--- config.mk ---
export PLATFORM = sky130hd
export DESIGN_NAME = bluetooth_decoder
export DESIGN_NICKNAME = d
export VERILOG_FILES = /design/src/rtl/bluetooth_decoder.sv
export SDC_FILE = /design/constraint.sdc
export NUM_CORES = 1
export LEC_CHECK = 0
export CORE_ASPECT_RATIO = 0.8
export CORE_MARGIN = 5
export CORE_UTILIZATION = 44
export CTS_BUF_LIST = sky130_fd_sc_hd__clkbuf_8
export DETAILED_ROUTE_END_ITERATION = 7
export PLACE_DENSITY = 0.67
export RECOVER_POWER = 25
export SYNTH_ARGS = -nofsm -noshare
export SYNTH_HDL_FRONTEND = slang
export SYNTH_SLANG_ARGS = --single-unit
--- constraint.sdc ---
create_clock -name clk -period 3.7 [get_ports clk]
set_input_delay 0.925 -clock clk [delete_from_list [all_inputs] [get_ports clk]]
set_output_delay 0.925 -clock clk [all_outputs]
set_load 0.05 [all_outputs]
--- src/rtl/bluetooth_decoder.sv ---
// rtl/bluetooth_decoder.sv - BLE UART reply parser: payload extraction and OK/ERROR/timeout classification
//
// Ports:
//   clk          system clock, rising edge
//   reset_n      asynchronous active-low reset
//   start        arm the decoder for one reply (sampled only while idle)
//   rx_byte      received ASCII byte
//   rx_valid     rx_byte valid this cycle (one strobe per byte)
//   output_data  payload, first byte in [7:0]; unused bytes zero
//   data_len     number of valid payload bytes, 0..4
//   done         1 = idle / result valid, 0 = transaction in progress
//   ok           reply terminated by line "OK"
//   error        reply terminated by line "ERROR"
//   timeout      transaction aborted by inactivity
//   overflow     payload line longer than 4 bytes, or a second payload line
module bluetooth_decoder #(
  parameter int TIMEOUT_CYCLES = 1000000,
  parameter int TO_W           = 20
) (
  input  logic        clk,
  input  logic        reset_n,
  input  logic        start,
  input  logic [7:0]  rx_byte,
  input  logic        rx_valid,
  output logic [31:0] output_data,
  output logic [2:0]  data_len,
  output logic        done,
  output logic        ok,
  output logic        error,
  output logic        timeout,
  output logic        overflow
);

  typedef enum logic {
    IDLE = 1'b0,
    BUSY = 1'b1
  } state_t;

  state_t state, state_next;

  // Line buffer holds the first 5 bytes of the current line; byte i at [8*i +: 8].
  logic [39:0]     line_buf;
  logic [2:0]      line_len;
  logic            got_payload;
  logic [TO_W-1:0] to_cnt;

  logic        byte_in;
  logic        is_cr;
  logic        is_lf;
  logic        line_is_ok;
  logic        line_is_err;
  logic        to_expire;
  logic        terminate;
  logic [2:0]  len_clip;
  logic [31:0] payload;

  always_comb begin
    byte_in     = (state == BUSY) && rx_valid;
    is_cr       = (rx_byte == 8'h0D);
    is_lf       = (rx_byte == 8'h0A);
    // "OK": 'O'=0x4F first, 'K'=0x4B second
    line_is_ok  = (line_len == 3'd2) && (line_buf[15:0] == 16'h4B4F);
    // "ERROR" stored first-byte-lowest
    line_is_err = (line_len == 3'd5) && (line_buf == 40'h52_4F_52_52_45);
    to_expire   = (state == BUSY) && !rx_valid &&
                  (to_cnt == TO_W'(TIMEOUT_CYCLES - 1));
    terminate   = byte_in && is_lf && (line_is_ok || line_is_err);

    len_clip = (line_len > 3'd4) ? 3'd4 : line_len;
    // Mask explicitly so bytes beyond the line length are always zero.
    case (len_clip)
      3'd0:    payload = 32'h0;
      3'd1:    payload = {24'h0, line_buf[7:0]};
      3'd2:    payload = {16'h0, line_buf[15:0]};
      3'd3:    payload = {8'h0,  line_buf[23:0]};
      default: payload = line_buf[31:0];
    endcase
  end

  always_ff @(posedge clk or negedge reset_n) begin
    if (!reset_n) state <= IDLE;
    else          state <= state_next;
  end

  always_comb begin
    state_next = state;
    done       = 1'b0;
    case (state)
      IDLE: begin
        done = 1'b1;
        if (start) state_next = BUSY;
      end
      BUSY: begin
        if (terminate || to_expire) state_next = IDLE;
      end
      default: state_next = IDLE;
    endcase
  end

  always_ff @(posedge clk or negedge reset_n) begin
    if (!reset_n) begin
      output_data <= 32'h0;
      data_len    <= 3'd0;
      ok          <= 1'b0;
      error       <= 1'b0;
      timeout     <= 1'b0;
      overflow    <= 1'b0;
      line_buf    <= 40'h0;
      line_len    <= 3'd0;
      got_payload <= 1'b0;
      to_cnt      <= '0;
    end else if (state == IDLE) begin
      // Any byte arriving alongside start is dropped.
      if (start) begin
        output_data <= 32'h0;
        data_len    <= 3'd0;
        ok          <= 1'b0;
        error       <= 1'b0;
        timeout     <= 1'b0;
        overflow    <= 1'b0;
        line_buf    <= 40'h0;
        line_len    <= 3'd0;
        got_payload <= 1'b0;
        to_cnt      <= '0;
      end
    end else if (byte_in) begin
      to_cnt <= '0;
      if (is_lf) begin
        line_len <= 3'd0;
        line_buf <= 40'h0;
        if (line_len != 3'd0) begin
          if (line_is_ok) begin
            ok <= 1'b1;
          end else if (line_is_err) begin
            error <= 1'b1;
          end else if (!got_payload) begin
            output_data <= payload;
            data_len    <= len_clip;
            got_payload <= 1'b1;
            if (line_len > 3'd4) overflow <= 1'b1;
          end else begin
            overflow <= 1'b1;
          end
        end
      end else if (!is_cr) begin
        if (line_len < 3'd5) line_buf[{line_len, 3'b000} +: 8] <= rx_byte;
        if (line_len != 3'd7) line_len <= line_len + 3'd1;
      end
    end else if (to_expire) begin
      timeout <= 1'b1;
    end else begin
      to_cnt <= to_cnt + 1'b1;
    end
  end

endmodule

==> out/metrics.json, run 1 <==
{
  "floorplanning": {
    "chipWidth_um": 131.5,
    "die_area_mm2": 0.01409,
    "die_h_um": 107.2,
    "top_level_ports": 52,
    "initial_utilization_pct": 45.08,
    "placement_rows": 35,
    "core-area_mm2": 0.01152
  },
  "worst_setup_path": {
    "ff2ff_setup_slack_ns": 0.92,
    "crit_path_capture_type": "output pin",
    "crit_slowest_cell": "sky130_fd_sc_hd__dfrtp_1",
    "path_delay_family": "buffers and inverters",
    "setup.worst_path.start_class": "flip-flop",
    "crit-reg2reg-capture": "line_buf[35]$_DFFE_PN0P_",
    "critical_path.reg2reg.startpoint": "line_len[0]$_DFFE_PN0P_",
    "worstSetupEndpoint": "done",
    "timing.critical_path.depth": 2,
    "worst_path_largest_cell_delay_ns": 0.76,
    "crit_path_start": "state$_DFF_PN0_",
    "r2r.worst_path.cells": 8,
    "timing.critical_path.required_ns": 2.77,
    "worst-endpoint-arrival_ns": 2.05,
    "path_max_fanout": 22,
    "worst-setup-path-type": "flip-flop to output pin",
    "worstPathCellList": "inv_1 > clkdlybuf4s50_1",
    "path_buf_inv": 2
  },
  "synth": {
    "mappedNetlistArea_mm2": 0.005192,
    "synth_seq_cells": 104,
    "part_of_the_yosys_area_used_for_sequential_elements_pct": 50.12,
    "asyncSetResetFlopFracSynth_pct": 100.0,
    "dominantRegCellSynth": "sky130_fd_sc_hd__dfrtp_1",
    "synth_fp_nets": 521,
    "syn_inst": 500,
    "synth_area_per_cell_um2": 10.38,
    "netlist-cell-type-count": 60,
    "synth-edff-count": 0,
    "synthesis.yosys.warnings": 0
  },
  "cells_and_area": {
    "diodes": 0,
    "layout.area.seq_mm2": 0.002603,
    "multiInputGateArea_mm2": 0.002434,
    "post_layout_nets": 572,
    "final_cell_count_no_fill": 703,
    "stdcell_area_mm2": 0.006047,
    "flow.area_growth_from_synthesis_pct": 16.46,
    "drive_gt1_share_pct": 8.288,
    "nFillCells": 1023
  },
  "clocking": {
    "htree_num_levels": 3,
    "cts-root-to-sink-buffers": 2,
    "cts-buffers-inserted": 9,
    "cts_root_buffer": "sky130_fd_sc_hd__clkbuf_8",
    "cts_setup_buffers": 0,
    "post_cts_resized": 0,
    "clkLatencyLatePin_ns": 0.37,
    "cts_hold_buf": 0,
    "clkSinkCount": 104,
    "tritoncts": "yes",
    "clk_pin_slew_worst_setup_hold_paths_ns": 0.10
  },
  "route": {
    "routed_wire_length_per_instance_um": 17.75,
    "postRouteAntennaNets": 0,
    "top_signal_layer_used": "met4",
    "routed_wire_length_on_met3_um": 610,
    "met2_wirelength_mm": 5.536,
    "dr_total_vias": 4050,
    "finalWirelength_mm": 12.48,
    "detail_route.iter0.violations": 339,
    "firstDrtPassIters": 4,
    "via_per_inst": 5.761,
    "wl_met1_mm": 6.195,
    "detail_route.drc_violations": 0
  },
  "timing": {
    "worstMarginPinSlew_ns": 1.488,
    "fin_tns_setup_ns": 0,
    "grt_setup_unrepaired": "no",
    "finalCriticalPeriod_ns": 2.974,
    "timing_max_transition_violations_final": 0,
    "finalSetupViolCount": 0,
    "slew-limit-headroom_pct": 0.8273,
    "final.period_utilization_pct": 80.38,
    "skew_ns": 0.01103,
    "timing.fmax_mhz": 336.2,
    "finalHoldWorstSlack_ns": 0.4941,
    "finalHoldViolations": 0
  },
  "global_route": {
    "grt_overflow_total": 0,
    "number_of_antenna_violations_at_the_first_check_in_global_routing": 0,
    "grt_pass1_wl_mm": 20.98,
    "via_count_of_the_first_global_routing_pass": 3997,
    "groute.usage.overall_pct": 18.17,
    "largest_net_degree_at_the_start_of_global_routing": 62
  },
  "power": {
    "finalPower_mw": 3.776,
    "power.static_leakage_nw": 2.542,
    "power_density_mw_per_mm2": 624.5,
    "power.ir.vdd_worst_mv": 0.2647
  },
  "placement": {
    "placement.io_buffers": 51,
    "dp.final_hpwl_mm": 8.939,
    "dpl.cell_count": 688,
    "post_dp_cell_area_mm2": 0.005893,
    "gp_routability_congestion": 0.9346
  },
  "status": {
    "outcome": "finished clean"
  },
  "hold_path": {
    "hp-class": "flip-flop to flip-flop"
  },
  "job": {
    "drv.max_cap_violation_count": 0
  }
}
[synth_stat cells, types with 3 or more instances]
master | number | share of area [%]
sky130_fd_sc_hd__xor2_1 | 8 | 1.3
sky130_fd_sc_hd__o41ai_1 | 3 | 0.51
sky130_fd_sc_hd__nor3_1 | 7 | 0.67
sky130_fd_sc_hd__mux2i_1 | 36 | 6.9
sky130_fd_sc_hd__nand4_1 | 14 | 1.7
sky130_fd_sc_hd__nand3_1 | 10 | 0.96
sky130_fd_sc_hd__inv_1 | 13 | 0.94
sky130_fd_sc_hd__a21oi_1 | 12 | 1.2
sky130_fd_sc_hd__xnor2_1 | 4 | 0.67
sky130_fd_sc_hd__a32oi_1 | 8 | 1.3
sky130_fd_sc_hd__o311ai_0 | 3 | 0.51
sky130_fd_sc_hd__and3_1 | 5 | 0.60
sky130_fd_sc_hd__o21ai_0 | 10 | 0.96
sky130_fd_sc_hd__o2bb2ai_1 | 16 | 2.7
sky130_fd_sc_hd__mux2_1 | 4 | 0.87
sky130_fd_sc_hd__ha_1 | 9 | 2.2
sky130_fd_sc_hd__nor4bb_1 | 5 | 0.96
sky130_fd_sc_hd__or2_2 | 3 | 0.36
sky130_fd_sc_hd__nand2_1 | 95 | 6.9
sky130_fd_sc_hd__nor4b_1 | 8 | 1.3
sky130_fd_sc_hd__nor2_1 | 25 | 1.8
sky130_fd_sc_hd__dfrtp_1 | 104 | 50
sky130_fd_sc_hd__buf_2 | 5 | 0.48
sky130_fd_sc_hd__and2_1 | 13 | 1.6
sky130_fd_sc_hd__o31ai_1 | 9 | 1.3
sky130_fd_sc_hd__a211oi_1 | 3 | 0.43
sky130_fd_sc_hd__mux2_2 | 6 | 1.3
sky130_fd_sc_hd__clkbuf_1 | 16 | 1.2
[metrics by stage]
stage / util (%) / setup WS, ns
global route: 52.50 / 0.4844
detailed placement: 51.17 / 0.4091
floorplan: - / 1.086
finish: 52.50 / 0.7260
CTS: 52.66 / 0.6934
global placement: 51.17 / 0.4876
[power by group]
part           switching (mW)  internal (mW)  total [mW]
combinational           0.921          0.541        1.46
sequential              0.260           1.42        1.68
clock                   0.379          0.260       0.639
total                    1.56           2.22        3.78
[worst min path at each step]
| stage | start | end | depth (start not counted) |
|---|---|---|---|
| floorplan | line_buf[36]$_DFFE_PN0P_ | line_buf[36]$_DFFE_PN0P_ | 1 |
| global placement | timeout$_DFFE_PN0P_ | timeout$_DFFE_PN0P_ | 2 |
| detailed placement | line_buf[36]$_DFFE_PN0P_ | line_buf[36]$_DFFE_PN0P_ | 1 |
| CTS | line_buf[36]$_DFFE_PN0P_ | line_buf[36]$_DFFE_PN0P_ | 1 |
| global route | line_buf[36]$_DFFE_PN0P_ | line_buf[36]$_DFFE_PN0P_ | 1 |
| finish | line_buf[36]$_DFFE_PN0P_ | line_buf[36]$_DFFE_PN0P_ | 1 |
[state kept, by name, summed over array words and instances, names as in the netlist]
register     cells
timeout          1
error            1
data_len         3
line_len         3
overflow         1
got_payload      1
to_cnt          20
state            1
output_data     32
ok               1
line_buf        40
[per-layer routing]
metal	GRT usage (%)	vias up
met5	0	-
met3	3.659	11
met2	27.03	84
li1	-	1921
met1	27.10	2034
met4	4.699	0
[cell usage in the layout, fill, tap and decap left out, types with 12 or more instances in the layout]
master	netlist	routed
sky130_fd_sc_hd__dfrtp_1	104	104
sky130_fd_sc_hd__a21oi_1	12	12
sky130_fd_sc_hd__mux2i_1	36	36
sky130_fd_sc_hd__clkdlybuf4s50_1	0	50
sky130_fd_sc_hd__nand2_1	95	95
sky130_fd_sc_hd__nor2_1	25	25
sky130_fd_sc_hd__inv_1	13	14
sky130_fd_sc_hd__nand4_1	14	14
sky130_fd_sc_hd__and2_1	13	13
sky130_fd_sc_hd__o2bb2ai_1	16	16
[logic make-up after synthesis]
group           Yosys count  synth area share (%)
xor+xnor                 12                 2.024
buf+inv                  36                 3.012
flops                   104                 50.12
fa+ha+maj                 9                 2.169
compound gates           88                 13.30
simple gates            205                 20.27
mux                      46                 9.108
[area by class of cell]
cell class	count	share of cell area [%]
Sequential cell	104	43.04
Multi-Input combinational cell	360	40.24
Timing Repair Buffer	63	10.01
Tap cell	148	3.062
Clock buffer	10	2.276
Inverter	13	0.8070
Clock inverter	5	0.5587
No activity file was read; power rests on OpenSTA's default activity.
==> run 2: changes to the inputs <==
Settings changed: PLACE_DENSITY 0.67 to 0.7.
Clock period 3.7 ns to 2.41 ns, I/O delays scaled along.
==> run 2 against run 1 <==
Against the previous run:
- setup slack got worse by 0.66 ns
- hold slack improved by 0.0089 ns
- routed wire length rose by 6.1%
- clock skew rose by 0.0075 ns
- combinational power rose by 79%
- critical path type is now flip-flop to flip-flop
- largest cell class unchanged
==> out/metrics.json, run 2 (synthesis results as in run 1) <==
{
  "status": {
    "outcome": "finished clean"
  },
  "global_route": {
    "grt_pass1_wl_mm": 21.80,
    "via_count_of_the_first_global_routing_pass": 4260,
    "grt_overflow_total": 0,
    "largest_net_degree_at_the_start_of_global_routing": 57,
    "groute.usage.overall_pct": 18.98,
    "number_of_antenna_violations_at_the_first_check_in_global_routing": 0
  },
  "cells_and_area": {
    "largest_register_ff_count": 40,
    "diodes": 0,
    "final_cell_count_no_fill": 748,
    "post-route-util_pct": 56.39,
    "biggestRegsByFlops": "line_buf (40), output_data (32), to_cnt (20)",
    "layout_commonest_cell": "sky130_fd_sc_hd__dfrtp_1",
    "flow.area_growth_from_synthesis_pct": 25.08,
    "post_layout_nets": 616,
    "commonest_non_fill_non_tap_cells_in_the_layout": "sky130_fd_sc_hd__dfrtp_1 (104), sky130_fd_sc_hd__nand2_1 (95), sky130_fd_sc_hd__buf_4 (53)",
    "largest_register": "line_buf",
    "stdcell_area_mm2": 0.006495,
    "drive_gt1_share_pct": 16.17
  },
  "route": {
    "via_per_inst": 5.619,
    "dr_total_vias": 4203,
    "postRouteAntennaNets": 0,
    "detail_route.iter0.violations": 290,
    "detail_route.drc_violations": 0,
    "routed_wire_length_per_instance_um": 17.70,
    "finalWirelength_mm": 13.24,
    "firstDrtPassIters": 5
  },
  "floorplanning": {
    "die_h_um": 107.2,
    "chipWidth_um": 131.5,
    "core-area_mm2": 0.01152,
    "die_area_mm2": 0.01409,
    "initial_utilization_pct": 45.08,
    "placement_rows": 35,
    "top_level_ports": 52
  },
  "worst_setup_path": {
    "path_max_fanout": 9,
    "setup.worst_path.start_class": "flip-flop",
    "timing.critical_path.required_ns": 2.66,
    "worst_path_largest_cell_delay_ns": 0.60,
    "worstPathCellList": "nor4bb_1 > nand4_1 > o21a_1 > o211ai_2 > o311ai_0",
    "worst-endpoint-arrival_ns": 2.59,
    "path_delay_family": "compound AO/OA/AOI/OAI gates",
    "crit_path_capture_type": "flip-flop",
    "path_buf_inv": 0,
    "crit_slowest_cell": "sky130_fd_sc_hd__nor4bb_1",
    "worst-setup-path-type": "flip-flop to flip-flop"
  },
  "clocking": {
    "cts_root_buffer": "sky130_fd_sc_hd__clkbuf_8",
    "cts-root-to-sink-buffers": 2,
    "htree_num_levels": 3,
    "cts_hold_buf": 0,
    "clkLatencyLatePin_ns": 0.40,
    "tritoncts": "yes",
    "cts-buffers-inserted": 9,
    "clkSinkCount": 104,
    "clk_pin_slew_worst_setup_hold_paths_ns": 0.12
  },
  "placement": {
    "dp.final_hpwl_mm": 9.681,
    "gp_routability_congestion": 0.9056,
    "placement.io_buffers": 51,
    "dpl.cell_count": 729,
    "post_dp_cell_area_mm2": 0.006222
  },
  "power": {
    "power.ir.vdd_worst_mv": 0.3563,
    "power.static_leakage_nw": 2.860,
    "power_density_mw_per_mm2": 963.5
  },
  "timing": {
    "skew_ns": 0.01854,
    "fin_tns_setup_ns": 0,
    "finalHoldViolations": 0,
    "final.period_utilization_pct": 97.31,
    "timing_max_transition_violations_final": 0,
    "slew-limit-headroom_pct": 7.219,
    "finalSetupViolCount": 0,
    "worstMarginPinSlew_ns": 1.392,
    "timing.fmax_mhz": 426.4,
    "finalCriticalPeriod_ns": 2.345
  },
  "hold_path": {
    "hp-class": "input port to asynchronous set/reset pin"
  },
  "job": {
    "drv.max_cap_violation_count": 0
  }
}
[run 2: changes by cell type in the layout (fill, tap and decap cells not counted), moves of 3 or more]
cell	change
sky130_fd_sc_hd__mux2_4	+4
sky130_fd_sc_hd__clkdlybuf4s50_1	-5
sky130_fd_sc_hd__buf_4	+43
sky130_fd_sc_hd__dlymetal6s2s_1	+4
sky130_fd_sc_hd__clkinv_8	+3
sky130_fd_sc_hd__mux2_1	-4
[run 2: what timing repair did]
action	4_1_cts	5_1_grt
endpoints found under the hold margin	0	0
gates resized for setup	0	11
buffers inserted	0	3
endpoints found under the setup margin	0	20
[run 2: final cells by class]
class                      count  area (um2)
sequential                   104        2603
timing repair buffer         107       973.4
tap                          148       185.2
multi-input combinational    360        2467
inverter                      13       48.80
fill                        1012        5022
clock buffer                   9       123.9
clock inverter                 7       93.84
[run 2: metal layers]
metal,GRT usage (%),part of all wire (%),vias up
met5,0,0,-
met4,5.947,1.5,0
met3,4.362,5.6,15
met2,29.20,45,115
met1,26.76,48,2053
li1,-,-,2020
[run 2: final timing paths]
check	start	slack, ns	cells past startpoint	end
min reg2reg	timeout$_DFFE_PN0P_	0.50	2	timeout$_DFFE_PN0P_
max	line_buf[16]$_DFFE_PN0P_	0.06	5	data_len[2]$_DFFE_PN0P_
max reg2reg	line_buf[16]$_DFFE_PN0P_	0.06	5	data_len[2]$_DFFE_PN0P_
min in group clk	timeout$_DFFE_PN0P_	0.50	2	timeout$_DFFE_PN0P_
max in group asynchronous	reset_n	0.87	2	line_buf[20]$_DFFE_PN0P_
min	reset_n	0.50	1	output_data[21]$_DFFE_PN0P_
[run 2: stage by stage]
stage	hold WS (ns)	total power, mW	setup WS (ns)
2_1_floorplan	0.3069	4.124	0.05440
3_3_place_gp	0.4659	4.964	-0.3439
3_5_place_dp	0.4694	5.049	-0.4039
4_1_cts	0.07748	6.211	0.009082
5_1_grt	0.5374	6.635	-0.01011
6_report	0.5030	6.258	0.06479
[run 2: power breakdown]
part	switching (mW)	total (mW)	internal, mW
logic	1.57	2.61	1.04
registers	0.337	2.51	2.17
clock network	0.714	1.14	0.428
total	2.62	6.26	3.64
==> run 3: changes to the inputs <==
Settings changed: REMOVE_ABC_BUFFERS from default to 1.
==> run 3 against run 2 <==
Against the previous run:
- clock-buffer cell count is 1 higher
- global-route usage is 0.46 points higher
- cell count is 0.80% lower
- routed wire length is 2.4% higher
- clock skew is 0.011 ns lower
- sequential power hardly changed
- sequential share of layout area is 0.38 points higher
- register-to-register slack worse by 0.02 ns
- via count is 1.4% higher
- critical endpoint is now line_buf[37]$_DFFE_PN0P_
- largest cell class unchanged
- highest routed layer unchanged
==> out/metrics.json, run 3 (synthesis results as in run 1) <==
{
  "timing": {
    "slew-limit-headroom_pct": 31.20,
    "fin_tns_setup_ns": 0,
    "skew_ns": 0.007087,
    "finalHoldViolations": 0,
    "final.period_utilization_pct": 98.06,
    "timing.fmax_mhz": 423.2,
    "finalSetupViolCount": 0,
    "worstMarginPinSlew_ns": 1.032,
    "timing_max_transition_violations_final": 0,
    "finalCriticalPeriod_ns": 2.363
  },
  "worst_setup_path": {
    "path_buf_inv": 3,
    "worst-endpoint-arrival_ns": 2.62,
    "setup.worst_path.start_class": "flip-flop",
    "critPathMostFrequentCell": "sky130_fd_sc_hd__buf_4",
    "worst-setup-path-type": "flip-flop to flip-flop",
    "timing.critical_path.required_ns": 2.67,
    "path_max_fanout": 6,
    "crit_slowest_cell": "sky130_fd_sc_hd__dfrtp_1",
    "crit_path_capture_type": "flip-flop",
    "worst_path_largest_cell_delay_ns": 0.38,
    "path_delay_family": "adder cells",
    "worstPathCellList": "inv_1 > ha_1 > ha_4 > nor2b_4 > buf_4 > o21ai_0 > nor4_2 > buf_4 > o21ai_4 > mux2_1"
  },
  "power": {
    "p_switching_mw": 2.565,
    "sw_frac_of_total_pct": 40.65,
    "power.ir.vdd_worst_mv": 0.4127,
    "power.static_leakage_nw": 2.801,
    "finalPower_mw": 6.310,
    "power_density_mw_per_mm2": 980.7,
    "power.clock.fraction_pct": 17.8,
    "cell_internal_pwr_mw": 3.745,
    "share_seq_of_total_power_pct": 40.0,
    "power.combinational.fraction_pct": 42.3
  },
  "floorplanning": {
    "chipWidth_um": 131.5,
    "placement_rows": 35,
    "die_h_um": 107.2,
    "initial_utilization_pct": 45.08,
    "die_area_mm2": 0.01409,
    "core-area_mm2": 0.01152,
    "top_level_ports": 52
  },
  "route": {
    "dr_total_vias": 4262,
    "firstDrtPassIters": 5,
    "postRouteAntennaNets": 0,
    "finalWirelength_mm": 13.55,
    "detail_route.iter0.violations": 274,
    "detail_route.drc_violations": 0,
    "routed_wire_length_per_instance_um": 18.26,
    "via_per_inst": 5.744
  },
  "cells_and_area": {
    "nFillCells": 1005,
    "flow.area_growth_from_synthesis_pct": 23.90,
    "drive_gt1_share_pct": 14.98,
    "layout_commonest_cell": "sky130_fd_sc_hd__dfrtp_1",
    "diodes": 0,
    "post_layout_nets": 610,
    "largest_register_ff_count": 40,
    "biggestRegsByFlops": "line_buf (40), output_data (32), to_cnt (20)",
    "commonest_non_fill_non_tap_cells_in_the_layout": "sky130_fd_sc_hd__dfrtp_1 (104), sky130_fd_sc_hd__nand2_1 (95), sky130_fd_sc_hd__clkdlybuf4s50_1 (45)",
    "largest_register": "line_buf",
    "multiInputGateArea_mm2": 0.002472,
    "layout.area.seq_mm2": 0.002603
  },
  "global_route": {
    "groute.usage.overall_pct": 19.45,
    "number_of_antenna_violations_at_the_first_check_in_global_routing": 0,
    "largest_net_degree_at_the_start_of_global_routing": 42,
    "grt_overflow_total": 0,
    "via_count_of_the_first_global_routing_pass": 4358,
    "grt_pass1_wl_mm": 22.26
  },
  "hold_path": {
    "hp-class": "input port to asynchronous set/reset pin"
  },
  "placement": {
    "dp.final_hpwl_mm": 9.932,
    "placement.io_buffers": 51,
    "gp_routability_congestion": 0.9240
  },
  "clocking": {
    "cts_root_buffer": "sky130_fd_sc_hd__clkbuf_8",
    "clkSinkCount": 104,
    "cts-buffers-inserted": 9,
    "clkLatencyLatePin_ns": 0.37,
    "tritoncts": "yes",
    "htree_num_levels": 3,
    "clk_pin_slew_worst_setup_hold_paths_ns": 0.10,
    "cts-root-to-sink-buffers": 2
  },
  "job": {
    "drv.max_cap_violation_count": 0
  },
  "status": {
    "outcome": "finished clean"
  }
}
[run 3: changes by cell type in the layout (fill, tap and decap cells not counted)]
cell,change
sky130_fd_sc_hd__clkbuf_2,+2
sky130_fd_sc_hd__clkinv_8,-3
sky130_fd_sc_hd__clkinvlp_4,+2
sky130_fd_sc_hd__clkbuf_1,+1
sky130_fd_sc_hd__ha_1,-1
sky130_fd_sc_hd__mux2_1,+2
sky130_fd_sc_hd__mux2_4,-2
sky130_fd_sc_hd__buf_4,-9
sky130_fd_sc_hd__inv_12,-1
sky130_fd_sc_hd__inv_8,-1
sky130_fd_sc_hd__bufinv_16,+1
sky130_fd_sc_hd__ha_4,+1
sky130_fd_sc_hd__clkbuf_8,+1
sky130_fd_sc_hd__clkinv_2,+1
[run 3: what timing repair did]
item,CTS,global route
pin swaps,0,3
endpoints found under the setup margin,5,12
hold buffers,0,0
resized for setup,1,10
hold endpoints to repair,0,0
buffers inserted,0,2
[run 3: power groups by stage]
| stage | combinational, mW | clock [mW] | sequential, mW |
|---|---|---|---|
| global route | 2.86 | 1.22 | 2.57 |
| detailed placement | 2.53 | 0 | 2.55 |
| global placement | 2.45 | 0 | 2.51 |
| CTS | 2.56 | 1.15 | 2.52 |
| floorplan | 1.11 | 0 | 2.95 |
| finish | 2.67 | 1.12 | 2.52 |
[run 3: area by class of cell]
type	count	area share [%]
flip-flops and latches	104	40.45
multi-input cells	360	38.43
repair buffers	101	14.29
well taps	148	2.878
clock buffers	10	2.139
clock inverters	6	1.050
inverters	13	0.7585
[run 3: stage by stage]
stage / instance area [um2] / utilization (%) / std cells / setup WS (ns) / hold WS [ns]
finish: 6434 / 55.86 / 742 / 0.04686 / 0.3969
global placement: 6186 / 53.71 / 724 / -0.3478 / 0.4678
floorplan: 5085 / - / 477 / -0.7394 / 0.3069
detailed placement: 6186 / 53.71 / 724 / -0.4714 / 0.4678
global route: 6434 / 55.86 / 742 / -0.01572 / 0.4660
CTS: 6402 / 55.59 / 740 / 0.01584 / 0.2113
[run 3: metal layers]
layer | routed length, um | share of wire (%) | global-route usage [%] | vias up
met5 | 0 | 0 | 0 | -
met4 | 223 | 1.6 | 5.800 | 0
met3 | 716 | 5.3 | 3.940 | 20
met2 | 6373 | 47 | 30.87 | 128
met1 | 6237 | 46 | 27.08 | 2116
li1 | - | - | - | 1998
[run 3: path summary, 6_finish.rpt]
kind,to,cells after the start,slack (ns),startpoint
max,line_buf[37]$_DFFE_PN0P_,10,0.05,line_len[0]$_DFFE_PN0P_
min,to_cnt[12]$_DFFE_PN0P_,1,0.40,reset_n
max reg2reg,line_buf[37]$_DFFE_PN0P_,10,0.05,line_len[0]$_DFFE_PN0P_
min reg2reg,timeout$_DFFE_PN0P_,2,0.49,timeout$_DFFE_PN0P_
max in group asynchronous,output_data[15]$_DFFE_PN0P_,2,0.63,reset_n
min in group clk,timeout$_DFFE_PN0P_,2,0.49,timeout$_DFFE_PN0P_
